`config.mk`:
```
export PLATFORM = sky130hd
export DESIGN_NAME = serial_alu
export DESIGN_NICKNAME = d
export VERILOG_FILES = /design/src/rtl/serial_alu.sv
export SDC_FILE = /design/constraint.sdc
export NUM_CORES = 1
export LEC_CHECK = 0
export ABC_AREA = 0
export BUFFER_PORTS_ARGS = -buffer_cell sky130_fd_sc_hd__buf_2
export CAP_MARGIN = 10
export CORE_MARGIN = 2
export CORE_UTILIZATION = 59
export DETAILED_ROUTE_END_ITERATION = 16
export PLACE_DENSITY = 0.95
export SKIP_LAST_GASP = 1
export SLEW_MARGIN = 0
export SYNTH_ARGS = -nofsm -noshare
export SYNTH_HDL_FRONTEND = slang
export SYNTH_SLANG_ARGS = --single-unit
```
`constraint.sdc`:
```
create_clock -name clk -period 8.47 [get_ports clk]
set_input_delay 0.847 -clock clk [delete_from_list [all_inputs] [get_ports clk]]
set_output_delay 0.847 -clock clk [all_outputs]
set_load 0.03 [all_outputs]
```
`src/rtl/serial_alu.sv`:
```
// Bit-serial ALU: a single 1-bit slice walks the operands LSB to MSB, one bit per clock,
// with the ripple carry held in a register between steps. The MSB step also resolves SLT and overflow.
module serial_alu #(
   parameter int WIDTH = 32,
   parameter int CNT_W = 5
) (
   input  logic             clk,
   input  logic             rst,
   input  logic             start,
   input  logic [WIDTH-1:0] a,
   input  logic [WIDTH-1:0] b,
   input  logic             a_invert,
   input  logic             b_invert,
   input  logic [1:0]       operation,
   output logic             busy,
   output logic             done,
   output logic [WIDTH-1:0] result,
   output logic             zero,
   output logic             overflow
);

   typedef enum logic [1:0] {
      S_IDLE    = 2'd0,
      S_COMPUTE = 2'd1,
      S_DONE    = 2'd2
   } state_t;

   localparam logic [1:0] OP_AND = 2'b00;
   localparam logic [1:0] OP_OR  = 2'b01;
   localparam logic [1:0] OP_ADD = 2'b10;
   localparam logic [1:0] OP_SLT = 2'b11;

   state_t             state_q, state_d;
   logic [WIDTH-1:0]   a_q, a_d, b_q, b_d, result_q, result_d;
   logic               a_inv_q, a_inv_d, b_inv_q, b_inv_d;
   logic [1:0]         op_q, op_d;
   logic               carry_q, carry_d, overflow_q, overflow_d;
   logic [CNT_W-1:0]   cnt_q, cnt_d;

   logic accept_s, msb_s, ai_s, bi_s, sum_s, cout_s, ovf_s, bit_s;

   // start is honoured only outside COMPUTE, so DONE can chain straight into the next operation
   assign accept_s = start && (state_q != S_COMPUTE);
   assign msb_s    = (cnt_q == CNT_W'(WIDTH - 1));

   // state register
   always_ff @(posedge clk) begin
      if (rst) begin
         state_q <= S_IDLE;
      end else begin
         state_q <= state_d;
      end
   end

   // next-state logic
   always_comb begin
      state_d = state_q;
      case (state_q)
         S_IDLE:    state_d = accept_s ? S_COMPUTE : S_IDLE;
         S_COMPUTE: state_d = msb_s ? S_DONE : S_COMPUTE;
         S_DONE:    state_d = accept_s ? S_COMPUTE : S_IDLE;
         default:   state_d = S_IDLE;
      endcase
   end

   // Moore outputs decoded from the state register
   always_comb begin
      busy = 1'b0;
      done = 1'b0;
      case (state_q)
         S_COMPUTE: busy = 1'b1;
         S_DONE:    done = 1'b1;
         default: begin
            busy = 1'b0;
            done = 1'b0;
         end
      endcase
   end

   // 1-bit slice for the current bit position
   always_comb begin
      ai_s   = a_q[cnt_q] ^ a_inv_q;
      bi_s   = b_q[cnt_q] ^ b_inv_q;
      sum_s  = ai_s ^ bi_s ^ carry_q;
      cout_s = (ai_s & bi_s) | (ai_s & carry_q) | (bi_s & carry_q);
      ovf_s  = carry_q ^ cout_s;
      case (op_q)
         OP_AND:  bit_s = ai_s & bi_s;
         OP_OR:   bit_s = ai_s | bi_s;
         OP_ADD:  bit_s = sum_s;
         OP_SLT:  bit_s = 1'b0;
         default: bit_s = 1'b0;
      endcase
   end

   // datapath next-state: latch on accept, step one bit per cycle in COMPUTE, hold otherwise
   always_comb begin
      a_d        = a_q;
      b_d        = b_q;
      a_inv_d    = a_inv_q;
      b_inv_d    = b_inv_q;
      op_d       = op_q;
      carry_d    = carry_q;
      cnt_d      = cnt_q;
      result_d   = result_q;
      overflow_d = overflow_q;
      if (accept_s) begin
         a_d        = a;
         b_d        = b;
         a_inv_d    = a_invert;
         b_inv_d    = b_invert;
         op_d       = operation;
         carry_d    = b_invert;
         cnt_d      = '0;
         result_d   = '0;
         overflow_d = 1'b0;
      end else if (state_q == S_COMPUTE) begin
         result_d[cnt_q] = bit_s;
         carry_d         = cout_s;
         if (msb_s) begin
            cnt_d      = '0;
            overflow_d = (op_q == OP_ADD) ? ovf_s : 1'b0;
            // true sign of a+b: the sum MSB corrected by overflow
            if (op_q == OP_SLT) begin
               result_d[0] = sum_s ^ ovf_s;
            end else begin
               result_d[0] = result_q[0];
            end
         end else begin
            cnt_d = cnt_q + CNT_W'(1);
         end
      end else begin
         cnt_d = cnt_q;
      end
   end

   // datapath registers
   always_ff @(posedge clk) begin
      if (rst) begin
         a_q        <= '0;
         b_q        <= '0;
         a_inv_q    <= 1'b0;
         b_inv_q    <= 1'b0;
         op_q       <= 2'b00;
         carry_q    <= 1'b0;
         cnt_q      <= '0;
         result_q   <= '0;
         overflow_q <= 1'b0;
      end else begin
         a_q        <= a_d;
         b_q        <= b_d;
         a_inv_q    <= a_inv_d;
         b_inv_q    <= b_inv_d;
         op_q       <= op_d;
         carry_q    <= carry_d;
         cnt_q      <= cnt_d;
         result_q   <= result_d;
         overflow_q <= overflow_d;
      end
   end

   assign result   = result_q;
   assign overflow = overflow_q;
   assign zero     = (result_q == '0);

endmodule

```
==> impl_metrics.py <==
metrics = {
    "grt": {
        "first_global_vias": 4199,
        "grt_busiest_layer": "met2",
        "use_met1_pct": 30.57,
        "gr-usage-met2_pct": 49.07,
        "grt_max_degree": 73,
        "grt_use_total_pct": 27.34,
        "gr-usage-met3_pct": 6.719,
        "antenna_found_initial": 0,
        "grt-ovfl-total": 0,
        "grt_pass1_wl_mm": 19.26,
    },
    "logic_synthesis": {
        "synth-seq-cells": 109,
        "synth_edf_count": 0,
        "netlist_area_um2": 4956,
        "syn_inst": 630,
        "synth_compound_area_share_pct": 16.66,
        "yosys.area_share.simple_pct": 22.72,
        "syn_nets": 710,
        "synthAdderAreaFrac_pct": 2.575,
        "synth_top_family_by_area": "simple AND/OR/NAND/NOR gates",
        "synthArstFlopShare_pct": 0,
        "yosys_warnings": 0,
        "synth_xor_area_share_pct": 1.035,
        "synth_mux_area_share_pct": 6.968,
        "synth_seq_area_share_pct": 44.03,
        "synth_cell_types": 41,
        "avgSynthCellArea_um2": 7.867,
        "synth_flop_cell": "dfxtp_1",
    },
    "setup_path": {
        "critical_path_class": "flop to flop",
        "r2r_start": "cnt_q[1]",
        "slowest_stage": "dfxtp_2",
        "cp-start-kind": "flop",
        "critPathRequiredTime_ns": 8.78,
        "critPathBufInv": 0,
        "worstReg2RegEnd": "result[0]",
        "worstPathCellList": "mux2i_1, o22ai_1, nor4_1, o21a_2, xnor2_1, fa_1, o21ai_0, o21a_1, a32oi_1, a21oi_1",
        "r2r_cells": 10,
        "max_stage_delay_ns": 0.99,
        "critPathTopFamily": "compound AO/OA/AOI/OAI gates",
        "cp_max_fo": 35,
        "worstPathArrival_ns": 4.42,
        "r2r_slack_ns": 4.35,
        "worstSetupEndpointType": "flop",
    },
    "floorplanning": {
        "core-area_um2": 8175,
        "rows": 33,
        "fp.dieH_um": 95.65,
        "die_w_um": 95.65,
        "pin_count": 107,
        "die_area_um2": 9149,
        "start_util_pct": 60.62,
    },
    "timing": {
        "hold_viol": 0,
        "drv_slew": 0,
        "holdWs_ns": 0.4607,
        "tightest_slew_ns": 1.103,
        "fin_skew_ns": 0.008887,
        "rsz0062_at_grt": "no",
        "finalSetupViolCount": 0,
        "fmax_ghz": 0.2429,
        "finalSetupTns_ns": 0,
        "fin_ws_ns": 4.354,
        "fin_crit_ns": 4.116,
        "fin_crit_sh_pct": 48.60,
        "slew_headroom_pct": 26.47,
    },
    "drt": {
        "dr.first_iter.drc_count": 283,
        "antenna_left": 0,
        "drt-wirelength-per-cell_um": 15.52,
        "routed_wl_mm": 12.54,
        "via_per_inst": 5.757,
        "drc": 0,
        "vias": 4652,
        "first_pass_iters": 5,
    },
    "clock_tree": {
        "cts_root_buf": "clkbuf_8",
        "cts_sinks": 109,
        "h-tree-depth": 3,
        "postCtsSetupBuffers": 0,
        "holdBufCountCts": 0,
        "tritoncts": "done",
        "cts_buffers": 9,
        "cts.reportedPaths.clkPinSlew_ns": 0.10,
        "insertion_delay_ns": 0.37,
        "ctsResizeCount": 0,
        "clock_path_buffers": 2,
    },
    "finish": {
        "stdcell_area_um2": 5570,
        "mostFrequentLayoutCell": "nand2_1",
        "most-common-layout-cells": "170 x nand2_1, 108 x dfxtp_1, 106 x buf_2, 100 x a21oi_1, 40 x nor2_1",
        "fillers": 632,
        "final_nets": 778,
        "fin_cells": 808,
        "antenna_cells": 0,
        "final_core_util_pct": 68.14,
        "syn_to_final_growth_pct": 12.40,
        "drive_gt1_share_pct": 19.63,
    },
    "min_path": {
        "holdPathStages": 2,
        "hp-class": "flop to flop",
        "hold_start": "b_q[26]",
        "worstHoldEndpoint": "b_q[26]",
    },
    "place": {
        "place.gp.congestion": 0.9350,
        "io_buffers": 106,
        "dp.cells": 792,
        "placed_area_um2": 5370,
        "dpl.hpwl_mm": 8.931,
        "place_ws_ns": 4.441,
    },
    "pwr": {
        "power_density_nw_per_um2": 178.0,
        "power.total_mw": 0.9914,
        "p_leak_nw": 2.108,
        "ir_drop_v": 0.0001198,
    },
    "job": {
        "maxCapViolCount": 0,
    },
    "outcome": {
        "status": "completed",
    },
}
worst reg2reg max path: stages (launching register included):
cell and delay, ns:
dfxtp_2 0.99, mux2i_1 0.30, o22ai_1 0.13, nor4_1 0.32, o21a_2 0.23, xnor2_1 0.24
fa_1 0.49, o21ai_0 0.16, o21a_1 0.82, a32oi_1 0.22, a21oi_1 0.16
cell usage after synthesis (2+ instances only):
| master | count | area, um2 |
|---|---|---|
| o21ai_0 | 30 | 150.1 |
| nor2b_1 | 2 | 12.51 |
| buf_2 | 13 | 65.06 |
| a32oi_1 | 2 | 17.52 |
| xnor2_1 | 3 | 26.28 |
| mux2i_1 | 30 | 300.3 |
| nor4_1 | 12 | 75.07 |
| dfxtp_1 | 109 | 2182 |
| buf_6 | 7 | 78.83 |
| a31oi_1 | 7 | 43.79 |
| nand4_1 | 2 | 12.51 |
| mux4_2 | 2 | 45.04 |
| buf_4 | 3 | 22.52 |
| clkbuf_1 | 22 | 82.58 |
| nor3_2 | 4 | 40.04 |
| nor4b_1 | 2 | 17.52 |
| nand3b_1 | 2 | 15.01 |
| nand2_1 | 171 | 641.9 |
| a211oi_1 | 3 | 22.52 |
| nand3_1 | 2 | 10.01 |
| and2_1 | 2 | 12.51 |
| nand2b_1 | 2 | 12.51 |
| or3b_4 | 2 | 22.52 |
| a21oi_1 | 100 | 500.5 |
| o22ai_1 | 8 | 50.05 |
| fa_1 | 2 | 40.04 |
| inv_1 | 5 | 18.77 |
| o21a_2 | 2 | 17.52 |
| buf_1 | 7 | 26.28 |
| nor2_1 | 40 | 150.1 |
| nor3_1 | 16 | 80.08 |
| ha_1 | 7 | 87.58 |
per-layer routing:
layer / up-vias / part of all wire, % / routed length [um]
met3: 34 / 7.0 / 873
li1: 2262 / - / -
met2: 202 / 51 / 6334
met4: 0 / 2.9 / 362
met1: 2154 / 40 / 4970
met5: - / 0 / 0
area by class of cell:
| type | instances | area [um2] | area share (%) |
|---|---|---|---|
| clock buffers | 12 | 145.1 | 2.606 |
| clock inverters | 4 | 55.05 | 0.9883 |
| inverters | 6 | 22.52 | 0.4043 |
| multi-input cells | 463 | 2480 | 44.52 |
| flip-flops and latches | 109 | 2183 | 39.20 |
| well taps | 105 | 131.4 | 2.358 |
| repair buffers | 109 | 553.0 | 9.928 |
power by group:
group,switching (mW),internal [mW]
combinational,0.0736,0.0437
sequential,0.0172,0.534
clock,0.176,0.147
total,0.267,0.725
kinds of logic (layout without fill, tap and decap cells):
kind of cell	after synthesis	in the layout
AO/OA/AOI/OAI	155	155
XOR/XNOR	5	5
adder cells (fa/ha/maj)	9	9
buffers and inverters	58	131
flip-flops	109	109
multiplexers	32	32
AND/OR/NAND/NOR	262	262
worst max-delay path by stage:
stage               slack [ns]         end      from  cells after the start
floorplan                 5.50  result[16]  cnt_q[4]                     13
global route              4.17   result[0]  cnt_q[1]                     10
finish                    4.35   result[0]  cnt_q[1]                     10
detailed placement        4.44   result[0]  cnt_q[1]                     10
global placement          4.65   result[0]  cnt_q[1]                     10
CTS                       4.44   result[0]  cnt_q[1]                     10
state kept, by name (all words and copies together), names as in the netlist:
signal	flops
a_inv_q	1
a_q	32
b_inv_q	1
b_q	32
carry_q	1
cnt_q	5
op_q	2
overflow	1
result	32
state_q	2
(Power assumes the default switching activity.)
